<file path="config.mk">
export PLATFORM = sky130hd
export DESIGN_NAME = tlb_refill_walker
export DESIGN_NICKNAME = d
export VERILOG_FILES = /design/src/rtl/tlb_refill_walker_pkg.sv /design/src/rtl/tlb_random_counter.sv /design/src/rtl/tlb_refill_walker.sv
export SDC_FILE = /design/constraint.sdc
export NUM_CORES = 1
export LEC_CHECK = 0
export ABC_AREA = 1
export BUFFER_PORTS_ARGS = -buffer_cell sky130_fd_sc_hd__buf_2
export CELL_PAD_IN_SITES_DETAIL_PLACEMENT = 0
export CELL_PAD_IN_SITES_GLOBAL_PLACEMENT = 1
export CORE_ASPECT_RATIO = 1.2
export CORE_MARGIN = 2
export CORE_UTILIZATION = 40
export DETAILED_ROUTE_END_ITERATION = 12
export GPL_TIMING_DRIVEN = 0
export PLACE_DENSITY = 0.94
export SETUP_SLACK_MARGIN = 0.4
export SYNTH_ARGS = -nofsm -noshare
export SYNTH_HDL_FRONTEND = slang
export SYNTH_SLANG_ARGS = --single-unit
export TNS_END_PERCENT = 20
</file>
<file path="constraint.sdc">
create_clock -name clk -period 4.1 [get_ports clk]
set_input_delay 0.41 -clock clk [delete_from_list [all_inputs] [get_ports clk]]
set_output_delay 0.41 -clock clk [all_outputs]
set_load 0.05 [all_outputs]
</file>
<file path="src/rtl/tlb_refill_walker_pkg.sv">
// Shared encodings for the TLB-refill walker: MMU command and register codes,
// walker FSM state codes, and the address helper for the even/odd PTE pair.
// No ports; imported by tlb_refill_walker.
package tlb_refill_walker_pkg;

    // MMU command port encodings
    typedef logic [1:0] mmu_cmd_t;
    localparam mmu_cmd_t MMU_CMD_NONE             = 2'd0;
    localparam mmu_cmd_t MMU_CMD_WRITE_REG        = 2'd1;
    localparam mmu_cmd_t MMU_CMD_WRITE_TLB_RANDOM = 2'd2;

    // MMU register selects used with MMU_CMD_WRITE_REG
    typedef logic [2:0] mmu_reg_t;
    localparam mmu_reg_t MMU_REG_ENTRYHI  = 3'd0;
    localparam mmu_reg_t MMU_REG_ENTRYLO0 = 3'd1;
    localparam mmu_reg_t MMU_REG_ENTRYLO1 = 3'd2;
    localparam mmu_reg_t MMU_REG_PAGEMASK = 3'd3;
    localparam mmu_reg_t MMU_REG_RANDOM   = 3'd4;

    // Walker FSM states
    localparam logic [3:0] TRW_S_IDLE   = 4'd0;
    localparam logic [3:0] TRW_S_WR_HI  = 4'd1;
    localparam logic [3:0] TRW_S_LD0    = 4'd2;
    localparam logic [3:0] TRW_S_WR_LO0 = 4'd3;
    localparam logic [3:0] TRW_S_LD1    = 4'd4;
    localparam logic [3:0] TRW_S_WR_LO1 = 4'd5;
    localparam logic [3:0] TRW_S_WR_PM  = 4'd6;
    localparam logic [3:0] TRW_S_WR_RND = 4'd7;
    localparam logic [3:0] TRW_S_TLBWR  = 4'd8;
    localparam logic [3:0] TRW_S_DONE   = 4'd9;
    localparam logic [3:0] TRW_S_FAULT  = 4'd10;

    // One 8-byte PTE pair per even/odd 4 KiB page pair (VPN2 = va[31:13]).
    function automatic logic [31:0] pte_pair_addr(input logic [31:0] base,
                                                  input logic [18:0] vpn2);
        return base + {10'b0, vpn2, 3'b000};
    endfunction

endpackage

</file>
<file path="src/rtl/tlb_random_counter.sv">
// Free-running TLB Random-register counter, decrementing between Wired and ENTRY_COUNT-1.
// Latency: new value every cycle; reset value ENTRY_COUNT-1.
// Backpressure: none, never stalls. Ports: clk, res, wired (lower bound), rnd (current value).
module tlb_random_counter #(
    parameter int ENTRY_ADDR_WIDTH = 4
) (
    input  logic                        clk,
    input  logic                        res,
    input  logic [31:0]                 wired,
    output logic [ENTRY_ADDR_WIDTH-1:0] rnd
);

    localparam logic [ENTRY_ADDR_WIDTH-1:0] RND_MAX = '1;
    localparam logic [ENTRY_ADDR_WIDTH-1:0] RND_ONE = {{(ENTRY_ADDR_WIDTH-1){1'b0}}, 1'b1};

    // Wrap once we reach the wired boundary; a Wired value at or above the top
    // entry therefore pins the counter at ENTRY_COUNT-1.
    logic wrap;
    assign wrap = ({{(32-ENTRY_ADDR_WIDTH){1'b0}}, rnd} <= wired) || (rnd == '0);

    always_ff @(posedge clk) begin
        if (res) begin
            rnd <= RND_MAX;
        end else if (wrap) begin
            rnd <= RND_MAX;
        end else begin
            rnd <= rnd - RND_ONE;
        end
    end

endmodule

</file>
<file path="src/rtl/tlb_refill_walker.sv">
// Hardware TLB refill: fetch the even/odd PTE pair, program EntryHi/Lo0/Lo1/PageMask/Random, WRITE_TLB_RANDOM.
// Latency: start->done 9 cycles (fault 5) with zero-wait memory, +1 cycle per mem_ready wait.
// Backpressure: holds mem_req/mem_addr until mem_ready; start ignored unless idle.
// Ports: start/missVAddr/asid/ptBase (request), wired (Random bound), busy/done/fault (status),
//        mem_req/mem_addr/mem_ready/mem_data (PTE read), mmu_cmd/mmu_reg/mmu_dataIn (MMU command).
module tlb_refill_walker
    import tlb_refill_walker_pkg::*;
#(
    parameter int ENTRY_ADDR_WIDTH = 4
) (
    input  logic        clk,
    input  logic        res,
    input  logic        start,
    input  logic [31:0] missVAddr,
    input  logic [7:0]  asid,
    input  logic [31:0] ptBase,
    input  logic [31:0] wired,
    output logic        busy,
    output logic        done,
    output logic        fault,
    output logic        mem_req,
    output logic [31:0] mem_addr,
    input  logic        mem_ready,
    input  logic [31:0] mem_data,
    output mmu_cmd_t    mmu_cmd,
    output mmu_reg_t    mmu_reg,
    output logic [31:0] mmu_dataIn
);

    logic [3:0]                  state;
    logic [18:0]                 vpn2;
    logic [7:0]                  asid_q;
    logic [31:0]                 pte_addr_q;
    logic [31:0]                 lo0;
    logic [31:0]                 lo1;
    logic [ENTRY_ADDR_WIDTH-1:0] rnd;

    // Page offset bits never reach the TLB.
    logic unused_offset;
    assign unused_offset = ^missVAddr[12:0];

    tlb_random_counter #(.ENTRY_ADDR_WIDTH(ENTRY_ADDR_WIDTH)) u_rnd (
        .clk   (clk),
        .res   (res),
        .wired (wired),
        .rnd   (rnd)
    );

    always_ff @(posedge clk) begin
        if (res) begin
            state      <= TRW_S_IDLE;
            vpn2       <= '0;
            asid_q     <= '0;
            pte_addr_q <= '0;
            lo0        <= '0;
            lo1        <= '0;
        end else begin
            case (state)
                TRW_S_IDLE: begin
                    if (start) begin
                        state      <= TRW_S_WR_HI;
                        vpn2       <= missVAddr[31:13];
                        asid_q     <= asid;
                        pte_addr_q <= pte_pair_addr(ptBase, missVAddr[31:13]);
                    end
                end
                TRW_S_WR_HI:  state <= TRW_S_LD0;
                TRW_S_LD0: begin
                    if (mem_ready) begin
                        lo0   <= mem_data;
                        state <= TRW_S_WR_LO0;
                    end
                end
                TRW_S_WR_LO0: state <= TRW_S_LD1;
                TRW_S_LD1: begin
                    if (mem_ready) begin
                        lo1 <= mem_data;
                        // Only a pair with both halves invalid is a fault; a single
                        // invalid half is still installed.
                        state <= (!lo0[1] && !mem_data[1]) ? TRW_S_FAULT : TRW_S_WR_LO1;
                    end
                end
                TRW_S_WR_LO1: state <= TRW_S_WR_PM;
                TRW_S_WR_PM:  state <= TRW_S_WR_RND;
                TRW_S_WR_RND: state <= TRW_S_TLBWR;
                TRW_S_TLBWR:  state <= TRW_S_DONE;
                TRW_S_DONE:   state <= TRW_S_IDLE;
                TRW_S_FAULT:  state <= TRW_S_IDLE;
                default:      state <= TRW_S_IDLE;
            endcase
        end
    end

    // Outputs are a pure function of state (plus the live Random counter).
    always_comb begin
        busy       = (state != TRW_S_IDLE);
        done       = (state == TRW_S_DONE);
        fault      = (state == TRW_S_FAULT);
        mem_req    = 1'b0;
        mem_addr   = '0;
        mmu_cmd    = MMU_CMD_NONE;
        mmu_reg    = MMU_REG_ENTRYHI;
        mmu_dataIn = '0;
        case (state)
            TRW_S_WR_HI: begin
                mmu_cmd    = MMU_CMD_WRITE_REG;
                mmu_reg    = MMU_REG_ENTRYHI;
                mmu_dataIn = {vpn2, 5'b0, asid_q};
            end
            TRW_S_LD0: begin
                mem_req  = 1'b1;
                mem_addr = pte_addr_q;
            end
            TRW_S_WR_LO0: begin
                mmu_cmd    = MMU_CMD_WRITE_REG;
                mmu_reg    = MMU_REG_ENTRYLO0;
                mmu_dataIn = lo0;
            end
            TRW_S_LD1: begin
                mem_req  = 1'b1;
                mem_addr = pte_addr_q + 32'd4;
            end
            TRW_S_WR_LO1: begin
                mmu_cmd    = MMU_CMD_WRITE_REG;
                mmu_reg    = MMU_REG_ENTRYLO1;
                mmu_dataIn = lo1;
            end
            TRW_S_WR_PM: begin
                mmu_cmd    = MMU_CMD_WRITE_REG;
                mmu_reg    = MMU_REG_PAGEMASK;
            end
            TRW_S_WR_RND: begin
                mmu_cmd    = MMU_CMD_WRITE_REG;
                mmu_reg    = MMU_REG_RANDOM;
                mmu_dataIn = {{(32-ENTRY_ADDR_WIDTH){1'b0}}, rnd};
            end
            TRW_S_TLBWR:  mmu_cmd = MMU_CMD_WRITE_TLB_RANDOM;
            default: ;
        endcase
    end

endmodule
</file>
Yosys cells after proc, flatten, opt, wreduce, memory -nomap -nowiden
Index checks and enable logic that the tools add are counted.
Storage, ports and cells
  bits in registers: 131
  output and inout bits: 73
  logic and storage cells: 48
Cells by class
  add/sub/neg operators: 3
  order comparisons: 1
  equal/unequal tests: 13
  multiplexer cells: 10
  reductions and logical operators: 14
Operators by type and width (count)
  $pmux W32 S4: 1
  $pmux W32 S2: 1
  $pmux W4 S9: 1
  $add A32 B22 Y32: 1
  $add A32 B3 Y32 const B: 1
  $le A4 B32 Y1: 1
  $eq A4 B3 Y1 const B: 4
  $mux W4: 4
  $eq A4 B4 Y1 const B: 3
  $pmux W3 S4: 1
  $eq A4 B2 Y1 const B: 2
  $logic_not A4 Y1: 2
  $ne A2 B2 Y1 const B: 3
  $reduce_and A2 Y1: 3
  $reduce_or A5 Y1: 1
  $eq A4 B1 Y1 const B: 1
  $pmux W2 S2: 1
  $reduce_bool A4 Y1: 1
  $reduce_or A2 Y1: 2
  $sub A4 B1 Y4 const B: 1
  $reduce_and A3 Y1: 1
  $logic_not A1 Y1: 2
  $logic_and A1 B1 Y1: 1
  $logic_or A1 B1 Y1: 1
  $mux W1: 1

Logic depth before layout (Yosys ltp)
Gate-level depths: netlist (run 1).
  word-level depth: 5
  gate-level depth with buffers: 13
  gate-level depth less buffers: 13

By module
A second synthesis (run 1) with hierarchy kept.
Unflattened totals
  cells, all modules: 1341
  area total of the unflattened synthesis: 8435.6 um2
Modules (own cells, without submodules)
  tlb_refill_walker: times used 1, cells each 1278, area an instance 8056.5 um2
  tlb_random_counter: times used 1, cells each 63, area an instance 379.1 um2

Worst setup path before layout (run 1)
Ideal clock, no wire load.
  path kind: flip-flop to output port
  start point: register state[1]
  end point: output mem_addr[4]
  arrival: 2.099 ns
  path slack: 1.591 ns
  stages on the path, launching flop included: 7
  path through: dfxtp_1 > inv_1 > nor2_1 > nand2_1 > buf_4 > clkbuf_1 > o21ai_0
Between the ends
  cells in the longest elaborated chain, start to end: 2
  elaborated cells on any way between the ends: 3
Ends and longest elaborated chain
  start: declaration: line tlb_refill_walker.sv:30  | logic [3:0] state;
  start signal: assignment: line tlb_refill_walker.sv:80  | state <= (!lo0[1] && !mem_data[1]) ? TRW_S_FAULT : TRW_S_WR_LO1;
  $eq A4 B3 Y1 / $eq A4 B2 Y1 (equally long branches): line tlb_refill_walker.sv:104  | case (state)
  $pmux W32 S2 (*): line tlb_refill_walker.sv:104
  end: declaration: line tlb_refill_walker.sv:22  | output logic [31:0] mem_addr,
Every way passes the cells marked *; elsewhere a longest branch is shown, timed or not.

Worst setup path in the final report (run 1)
  start point: register pte_addr_q[3]
  end point: output mem_addr[16]
Between the ends
  cells in the longest elaborated chain, start to end: 2
Ends and longest elaborated chain
  start: declaration: line tlb_refill_walker.sv:33  | logic [31:0] pte_addr_q;
  start signal: assignment: line tlb_refill_walker.sv:64  | pte_addr_q <= pte_pair_addr(ptBase, missVAddr[31:13]);
  $add A32 B3 Y32: line tlb_refill_walker.sv:121  | mem_addr = pte_addr_q + 32'd4;
  $pmux W32 S2: line tlb_refill_walker.sv:104
Every way passes these cells.

==> impl_metrics.json, run 1 <==
{
  "status": "complete, no violations",
  "synth_area_sq_mm": 0.00838,
  "drt-vias-per-instance": 5.21,
  "fin_skew_ps": 7.08,
  "avgSynthCellArea_sq_um": 6.26,
  "regToRegEndpoint": "asid_q[4]",
  "crit_chain": "ha_1 -> nand3_1 -> nor2_1 -> nand2_1 -> nor2_4 -> nand2_1 -> nor2_1 -> a21oi_1 -> o22ai_1 -> buf_2",
  "finalHoldViolations": 0,
  "synth_seq_cells": 131,
  "antenna_found_initial": 0,
  "whs_ps": 259,
  "initial_utilization_pct": 40.4,
  "routed_wl_mm": 29.3,
  "pre_cts_ws_ps": 1640,
  "worstSkewPairLatency_ps": 430,
  "hold_end": "lo1[13]",
  "regToRegSetupSlack_ps": 2190,
  "async_flop_share_pct": 0,
  "r2r-start": "state[0]",
  "grt_max_degree": 17,
  "syn-instance-count": 1339,
  "yosys_warnings": 0,
  "end_kind": "output pin",
  "cts.clk_slew.worst_paths_ps": 60,
  "slowest_stage": "dfxtp_1",
  "slew_headroom_pct": 58.4,
  "clock-sinks": 131,
  "cts_buffers": 17,
  "grt-ovfl-total": 0,
  "cts_resized": 0,
  "die_y_um": 163,
  "finalCritPeriodShare_pct": 71.4,
  "r2r_cells": 9,
  "syn_nets": 1505,
  "setup_viol": 0,
  "postLayoutCoreUtil_pct": 49.8,
  "slowest_delay_ps": 360,
  "vias": 9589,
  "hold_depth": 3,
  "crit_path_max_fanout": 6,
  "ctsHoldBuffers": 0,
  "fmax_mhz": 342,
  "clockRootBuffer": "clkbuf_16",
  "ant_nets": 0,
  "crit_buf_inv": 1,
  "min_from": "mem_data[13]",
  "hold_class": "in -> reg",
  "die_area_sq_mm": 0.0221,
  "drive_gt1_share_pct": 18.1,
  "wl_per_cell_um": 15.9,
  "rows": 58,
  "layout_commonest_cell": "nand2_1",
  "setup_slack_ps": 1170,
  "slew_viol_final": 0,
  "cts_tree": "done",
  "crit_required_ps": 3690,
  "grt_pass1_wl_mm": 45.3,
  "synth.distinct_cells": 41,
  "dr.pass1.iters": 5,
  "io_buffers": 198,
  "synth_edf_count": 0,
  "area_growth_syn_to_layout_pct": 23.2,
  "track_usage_pct": 26.3,
  "dp_hpwl_mm": 23.6,
  "min_period_ps": 2930,
  "crit_type": "reg -> out",
  "yosysSeqAreaShare_pct": 31.3,
  "core_area_sq_mm": 0.0208,
  "synth_ff_type": "dfxtp_1",
  "post-cts-setup-buffer-count": 0,
  "p_per_area_mw_per_mm2": 534,
  "drt_iter0_markers": 694,
  "cts_max_level": 4,
  "die_w_um": 136,
  "irDropWorstVdd_uv": 271,
  "rsz0062_at_grt": "false",
  "drc": 0,
  "grt_pass1_vias": 8984,
  "ios": 213,
  "place_congestion": 0.977,
  "tns_ps": 0,
  "critPathTopFamily": "simple AND/OR/NAND/NOR gates",
  "worstPathArrival_ps": 2520,
  "p_leak_nw": 4.96,
  "clk_path_buf_depth": 2,
  "drv_cap": 0,
  "final_cell_mix": "nand2_1, inv_1, buf_2",
  "layout.nets": 1722,
  "tightest_slew_ps": 624,
  "power.total_mw": 5.51,
  "crit_path_start_kind": "flip-flop"
}
## metrics by stage
step,std cells,area [sq um]
after global placement,1807,9710
after global routing,1839,10300
after CTS,1839,10300
after detailed placement,1807,9710
after floorplan,1339,8380
final,1841,10300
## where the power goes
| part | internal (mW) | leakage (nW) | switching [mW] |
|---|---|---|---|
| combinational | 0.589 | 3.61 | 1.57 |
| sequential | 1.58 | 1.07 | 0.197 |
| clock | 0.987 | 0.285 | 0.586 |
| total | 3.16 | 4.96 | 2.35 |
## state kept, by name, summed over array words and instances, names as in the netlist
name        cells
asid_q          8
pte_addr_q     32
lo1            32
vpn2           19
u_rnd.rnd       4
lo0            32
state           4
## tightest hold or removal path, delay by kind of cell
| family | cells | cell delay, ps |
|---|---|---|
| simple gates | 1 | 70 |
| buf+inv | 1 | 100 |
| compound gates | 1 | 60 |
## area by class of cell
class	count	area [sq um]
Antenna cell	2	5.00
Buffer	55	259
Clock buffer	20	457
Clock inverter	12	155
Fill cell	2178	10400
Inverter	244	916
Multi-Input combinational cell	909	4590
Sequential cell	131	2620
Tap cell	270	338
Timing Repair Buffer	198	991
## synthesized netlist by cell type (all sizes together) (2+ instances only)
cell type    n  area share [%]
nand4       21             1.6
dfxtp      131              31
nand2      307              14
nor2        82             4.1
clkbuf      26             1.2
nor4         7            0.52
nand3b       3            0.27
buf         29             1.9
a21oi      143             8.8
nand3      108             6.5
xnor2        3            0.31
or2          4            0.30
xor2         9            0.94
nor3        26             1.6
a221o        4            0.48
a22oi        2            0.24
o221ai      23             2.4
inv        243              11
ha          25             3.7
o21ai      118             7.0
a21o         2            0.18
o22ai       16             1.2
o21bai       2            0.18
## layer usage
layer | track usage, % | vias to the layer above | wire (um)
met5 | 0 | - | 0
met4 | 11.4 | 0 | 1120
met3 | 4.05 | 74 | 1860
met2 | 48.1 | 351 | 14600
met1 | 30.1 | 4346 | 11800
li1 | - | 4818 | -
## worst max-delay path by stage
stage	depth (start not counted)	slack, ps	to	start
4_1_cts	10	1230	mem_addr[16]	pte_addr_q[2]
2_1_floorplan	6	1590	mem_addr[4]	state[1]
6_report	10	1170	mem_addr[16]	pte_addr_q[3]
5_1_grt	11	1070	mem_addr[14]	pte_addr_q[2]
3_3_place_gp	13	1650	pte_addr_q[27]	missVAddr[13]
3_5_place_dp	13	1640	pte_addr_q[27]	missVAddr[13]
## logic make-up after synthesis
logic type | synth area share [%]
adder cells (fa/ha/maj) | 3.97
AND/OR/NAND/NOR | 28.8
AO/OA/AOI/OAI | 20.7
buffers and inverters | 14.0
flip-flops | 31.3
XOR/XNOR | 1.25
Power figures use the tool's default switching activity.
==> run 2, diff against run 1 <==
--- a/config.mk
+++ b/config.mk
@@ -5,16 +5,16 @@
 export SDC_FILE = /design/constraint.sdc
 export NUM_CORES = 1
 export LEC_CHECK = 0
-export ABC_AREA = 1
+export ABC_AREA = 0
 export BUFFER_PORTS_ARGS = -buffer_cell sky130_fd_sc_hd__buf_2
 export CELL_PAD_IN_SITES_DETAIL_PLACEMENT = 0
 export CELL_PAD_IN_SITES_GLOBAL_PLACEMENT = 1
 export CORE_ASPECT_RATIO = 1.2
 export CORE_MARGIN = 2
-export CORE_UTILIZATION = 40
+export CORE_UTILIZATION = 37
 export DETAILED_ROUTE_END_ITERATION = 12
 export GPL_TIMING_DRIVEN = 0
-export PLACE_DENSITY = 0.94
+export PLACE_DENSITY = 0.87
 export SETUP_SLACK_MARGIN = 0.4
 export SYNTH_ARGS = -nofsm -noshare
 export SYNTH_HDL_FRONTEND = slang
==> constraint.sdc (replaced) <==
create_clock -name clk -period 2.7 [get_ports clk]
set_input_delay 0.27 -clock clk [delete_from_list [all_inputs] [get_ports clk]]
set_output_delay 0.27 -clock clk [all_outputs]
set_load 0.05 [all_outputs]
==> run 2 against run 1 <==
  * Clock power up 64%
  * First-iteration DRC count shrank 19%
  * Largest power group is now the clock network
  * Sequential share of layout area up 0.15 points
  * Register-to-register slack worse by 1700 ps
  * Power increased by 19%
  * Combinational power down 19%
  * Final area rose by 1.3%
  * Global-route usage down 1.7 points
  * Wire length down 7.3%
  * Area after synthesis fell by 11%
  * Flip-flop and latch count unchanged
  * Largest cell class unchanged
==> impl_metrics.json, run 2 <==
{
  "clk_path_buf_depth": 2,
  "yosys.area.top_type_share_pct": 35.1,
  "avgSynthCellArea_sq_um": 7.19,
  "slew_viol_final": 0,
  "postLayoutCoreUtil_pct": 53.2,
  "end_kind": "output pin",
  "synth_top_area_cell": "dfxtp_1",
  "r2r-start": "state[0]",
  "worstPathArrival_ps": 2240,
  "yosysSeqAreaShare_pct": 35.1,
  "drt_iter0_markers": 559,
  "syn-instance-count": 1040,
  "finalHoldViolations": 0,
  "io_buffers": 199,
  "crit_type": "reg -> out",
  "vias": 8402,
  "place_congestion": 0.893,
  "tightest_slew_ps": 674,
  "rows": 56,
  "grt_pass1_wl_mm": 41.7,
  "core_area_sq_mm": 0.0197,
  "grt_max_degree": 17,
  "cts_tree": "done",
  "clock-sinks": 131,
  "slew_headroom_pct": 53.9,
  "antenna_found_initial": 2,
  "syn_nets": 1206,
  "synth_ff_type": "dfxtp_1",
  "layout_commonest_cell": "nand2_1",
  "switching_power_mw": 2.18,
  "drc": 0,
  "crit_path_max_fanout": 6,
  "placed_cells": 1500,
  "finalCritPeriodShare_pct": 93.0,
  "regToRegSetupSlack_ps": 460,
  "min_period_ps": 2510,
  "drt-vias-per-instance": 5.34,
  "die_area_sq_mm": 0.0214,
  "power.total_mw": 6.58,
  "synth_edf_count": 0,
  "r2r_cells": 8,
  "ctsHoldBuffers": 0,
  "dr.pass1.iters": 7,
  "grt_pass1_vias": 8112,
  "netlist_top_cells_count": "nand2_1, a21oi_1, dfxtp_1",
  "irDropWorstVdd_uv": 479,
  "synth_most_common_cell": "nand2_1",
  "final_cell_mix": "nand2_1, buf_2, a21oi_1",
  "drive_gt1_share_pct": 28.8,
  "cts.clk_slew.worst_paths_ps": 60,
  "clockRootBuffer": "clkbuf_16",
  "setup_slack_ps": 188,
  "initial_utilization_pct": 38.0,
  "num-fill-cells": 1918,
  "pre_cts_ws_ps": -513,
  "p_comb_share_pct": 26.4,
  "hold_depth": 3,
  "synth.distinct_cells": 63,
  "async_flop_share_pct": 0,
  "hold_end": "pte_addr_q[2]",
  "p_int_mw": 4.40,
  "p_leak_nw": 4.44,
  "yosys_warnings": 0,
  "cts_buffers": 17,
  "setup_viol": 0,
  "drv_cap": 0,
  "wl_per_cell_um": 17.3,
  "layout.nets": 1464,
  "p_per_area_mw_per_mm2": 629,
  "synth_seq_cells": 131,
  "reg.largest.list": "lo0 x32, lo1 x32, pte_addr_q x32",
  "min_from": "ptBase[2]",
  "ant_nets": 0,
  "grt-ovfl-total": 0,
  "crit_path_start_kind": "flip-flop",
  "die_y_um": 160,
  "tns_ps": 0,
  "fmax_mhz": 398,
  "swShare_pct": 33.1,
  "track_usage_pct": 24.7,
  "rsz0062_at_grt": "true",
  "routed_wl_mm": 27.2,
  "die_w_um": 134,
  "fin_skew_ps": 10.3,
  "status": "complete, no violations",
  "regToRegEndpoint": "vpn2[14]",
  "cts_max_level": 4,
  "area_growth_syn_to_layout_pct": 40.0,
  "fin_cells": 1572,
  "crit_required_ps": 2430,
  "power_frac_seq_pct": 34.3,
  "hold_class": "in -> reg",
  "synth_area_sq_mm": 0.00748,
  "power_frac_clock_pct": 39.2,
  "num_antenna_cells": 0,
  "worstSkewPairLatency_ps": 420,
  "ys_top_cells_by_area": "dfxtp_1, nand2_1, a21oi_1",
  "dp_hpwl_mm": 20.0,
  "ios": 213
}
[run 2: cell types whose count changed in the layout (fill, tap and decap cells not counted), sizes merged, moves of 15 or more]
cell,previous run,this run
inv,244,37
nand3,108,26
o21ai,118,68
nor2,82,37
buf,227,257
a222oi,0,23
clkbuf,46,69
o221ai,23,0
and3,0,18
o22ai,16,1
[run 2: cell families after synthesis]
logic type      share of synthesized area [%]
simple gates                             26.6
buf+inv                                  5.51
xor+xnor                                 3.16
mux                                     0.552
flops                                    35.1
fa+ha+maj                                4.45
compound gates                           24.6
[run 2: worst max-delay path, cell delays in order (launching register included)]
cell and delay (ps):
dfxtp_4 380, and3_4 200, nand3_2 130, nor4_4 310
and3_1 200, buf_6 120, a31oi_1 80, o21ai_1 170
o21ai_2 80, buf_6 150
[run 2: what timing repair did]
action	4_1_cts	5_1_grt
endpoints found under the setup margin	106	83
gates resized for setup	144	88
gates cloned	1	0
pin swaps	20	18
buffers inserted	19	20
[run 2: power groups by stage]
stage	sequential [mW]	clock (mW)	combinational, mW
after CTS	2.25	2.60	1.61
after global placement	2.27	0	1.42
after floorplan	2.22	0	0.982
after global routing	2.27	2.69	1.89
final	2.26	2.58	1.74
after detailed placement	2.28	0	1.43
[run 2: stage by stage]
step	hold WS [ps]	area, sq um
final	76.1	10500
after global routing	95.6	10500
after CTS	70.4	10100
after detailed placement	403	8840
after global placement	405	8840
after floorplan	383	7520
[run 2: layer usage]
layer  part of all wire (%)  track usage [%]  vias to the layer above
met5                  0.051                0                        -
li1                       -                -                     4177
met1                     42             30.1                     3846
met4                    4.1             12.5                        2
met3                    5.4             3.94                       78
met2                     49             41.7                      299
[run 2: how the worst max path moves through the flow]
stage | slack (ps) | end | start
6_report | 190 | mem_addr[29] | pte_addr_q[3]
5_1_grt | 100 | mem_addr[28] | pte_addr_q[11]
4_1_cts | 170 | mem_addr[29] | pte_addr_q[9]
3_5_place_dp | -510 | mmu_dataIn[27] | state[1]
3_3_place_gp | -540 | mmu_dataIn[29] | state[1]
2_1_floorplan | 70 | mem_addr[4] | state[1]
[run 2: area by class of cell]
class	count	area (sq um)	area share, %
Clock inverter	14	226	2.16
Timing Repair Buffer	239	1510	14.4
Clock buffer	18	429	4.10
Inverter	33	124	1.18
Sequential cell	131	2670	25.5
Buffer	69	439	4.20
Tap cell	261	327	3.12
Multi-Input combinational cell	807	4740	45.3
==> run 3, diff against run 2 <==
--- a/config.mk
+++ b/config.mk
@@ -12,9 +12,11 @@
 export CORE_ASPECT_RATIO = 1.2
 export CORE_MARGIN = 2
 export CORE_UTILIZATION = 37
+export CTS_CLUSTER_SIZE = 14
 export DETAILED_ROUTE_END_ITERATION = 12
 export GPL_TIMING_DRIVEN = 0
 export PLACE_DENSITY = 0.87
+export RECOVER_POWER = 25
 export SETUP_SLACK_MARGIN = 0.4
 export SYNTH_ARGS = -nofsm -noshare
 export SYNTH_HDL_FRONTEND = slang
==> run 3 against run 2 <==
  * Sequential power barely moved
  * Utilization is 0.057 points lower
  * Clock power hardly changed
  * Critical path type unchanged
  * Critical endpoint unchanged
  * Largest cell class unchanged
==> impl_metrics.json, run 3 (same netlist as run 2, synthesis figures left out) <==
{
  "rows": 56,
  "vias": 8388,
  "setup_viol": 0,
  "track_usage_pct": 24.7,
  "irDropWorstVdd_uv": 481,
  "crit_type": "reg -> out",
  "slew_viol_final": 0,
  "regToRegSetupSlack_ps": 470,
  "hold_class": "in -> reg",
  "slowest_delay_ps": 380,
  "drc": 0,
  "final_cell_mix": "nand2_1, buf_2, a21oi_1",
  "power_frac_seq_pct": 34.3,
  "postLayoutCoreUtil_pct": 53.1,
  "p_int_mw": 4.40,
  "p_per_area_mw_per_mm2": 629,
  "crit_path_start_kind": "flip-flop",
  "regToRegEndpoint": "vpn2[14]",
  "tightest_slew_ps": 674,
  "swShare_pct": 33.1,
  "core_area_sq_mm": 0.0197,
  "wl_per_cell_um": 17.3,
  "ios": 213,
  "layout.nets": 1464,
  "clock-sinks": 131,
  "dp_hpwl_mm": 20.0,
  "ctsHoldBuffers": 0,
  "grt_max_degree": 17,
  "drive_gt1_share_pct": 28.3,
  "clockRootBuffer": "clkbuf_16",
  "drt-vias-per-instance": 5.34,
  "fmax_mhz": 398,
  "slowest_stage": "dfxtp_4",
  "hold_end": "pte_addr_q[2]",
  "initial_utilization_pct": 38.0,
  "io_buffers": 199,
  "finalCritPeriodShare_pct": 93.0,
  "cts_buffers": 17,
  "drt_iter0_markers": 543,
  "fin_skew_ps": 10.3,
  "worstPathArrival_ps": 2240,
  "area_growth_syn_to_layout_pct": 39.8,
  "crit_buf_inv": 2,
  "setup_slack_ps": 188,
  "end_kind": "output pin",
  "dr.pass1.iters": 5,
  "fin_cells": 1572,
  "finalHoldViolations": 0,
  "grt_pass1_vias": 8112,
  "r2r_cells": 8,
  "die_area_sq_mm": 0.0214,
  "crit_chain": "and3_4 -> nand3_2 -> nor4_4 -> and3_1 -> buf_6 -> a31oi_1 -> o21ai_1 -> o21ai_2 -> buf_6",
  "cts_tree": "done",
  "place_congestion": 0.893,
  "routed_wl_mm": 27.2,
  "min_from": "ptBase[2]",
  "grt_pass1_wl_mm": 41.7,
  "hold_depth": 3,
  "die_y_um": 160,
  "switching_power_mw": 2.18,
  "num_antenna_cells": 0,
  "min_period_ps": 2510,
  "power_frac_clock_pct": 39.3,
  "antenna_found_initial": 2,
  "worstSkewPairLatency_ps": 420,
  "p_comb_share_pct": 26.4,
  "crit_top_cell": "buf_6",
  "status": "complete, no violations",
  "r2r-start": "state[0]",
  "placed_cells": 1500,
  "crit_path_max_fanout": 6,
  "reg.largest.list": "lo0 x32, lo1 x32, pte_addr_q x32",
  "rsz0062_at_grt": "true",
  "pre_cts_ws_ps": -513,
  "critPathTopFamily": "simple AND/OR/NAND/NOR gates",
  "ant_nets": 0,
  "clk_path_buf_depth": 2,
  "p_leak_nw": 4.41,
  "slew_headroom_pct": 53.9,
  "cts.clk_slew.worst_paths_ps": 60,
  "cts_max_level": 4,
  "layout_commonest_cell": "nand2_1",
  "drv_cap": 0,
  "grt-ovfl-total": 0,
  "power.total_mw": 6.57,
  "crit_required_ps": 2430,
  "die_w_um": 134,
  "whs_ps": 76.3
}
-- run 3: changes by cell type in the layout (fill, tap and decap cells not counted), sizes merged --
cell | before | now
clkbuf | 69 | 76
buf | 257 | 250
-- run 3: final cells by class --
class                           instances  area, sq um
Buffer                                 69          439
Fill cell                            1920         9240
Timing Repair Buffer                  239         1500
Clock buffer                           18          429
Sequential cell                       131         2670
Tap cell                              261          327
Inverter                               33          124
Clock inverter                         14          226
Multi-Input combinational cell        807         4740
-- run 3: worst register-to-register path, delay by kind of cell, from the launching register on --
family	cells	cell delay, ps
AO/OA/AOI/OAI	1	140
flip-flops	1	310
AND/OR/NAND/NOR	3	520
buffers and inverters	4	1190
-- run 3: how the worst max path moves through the flow --
stage | endpoint | cells past startpoint | from
2_1_floorplan | mem_addr[4] | 5 | state[1]
3_5_place_dp | mmu_dataIn[27] | 7 | state[1]
6_report | mem_addr[29] | 9 | pte_addr_q[3]
5_1_grt | mem_addr[28] | 9 | pte_addr_q[11]
3_3_place_gp | mmu_dataIn[29] | 7 | state[1]
4_1_cts | mem_addr[29] | 10 | pte_addr_q[9]
-- run 3: metal layers --
metal / GRT usage, % / vias to the layer above / wire length, um
met2: 41.7 / 307 / 13200
met5: 0 / - / 14
met4: 12.5 / 2 / 1100
li1: - / 4178 / -
met1: 30.1 / 3829 / 11200
met3: 3.94 / 72 / 1600
-- run 3: stage by stage --
step | TNS, ps | area [sq um]
5_1_grt | 0 | 10500
3_3_place_gp | -10350 | 8840
4_1_cts | 0 | 10100
2_1_floorplan | 0 | 7520
6_report | 0 | 10500
3_5_place_dp | -10110 | 8840
-- run 3: power by group through the flow --
stage	registers, mW	logic [mW]	clock network [mW]
global placement	2.27	1.42	0
CTS	2.25	1.61	2.60
global route	2.27	1.88	2.69
detailed placement	2.28	1.43	0
finish	2.26	1.73	2.58
floorplan	2.22	0.982	0
-- run 3: what timing repair did --
item,CTS,global route
setup buffers,19,20
cloned,1,0
gates resized for setup,144,88
pin swaps,20,18
endpoints found under the setup margin,106,83
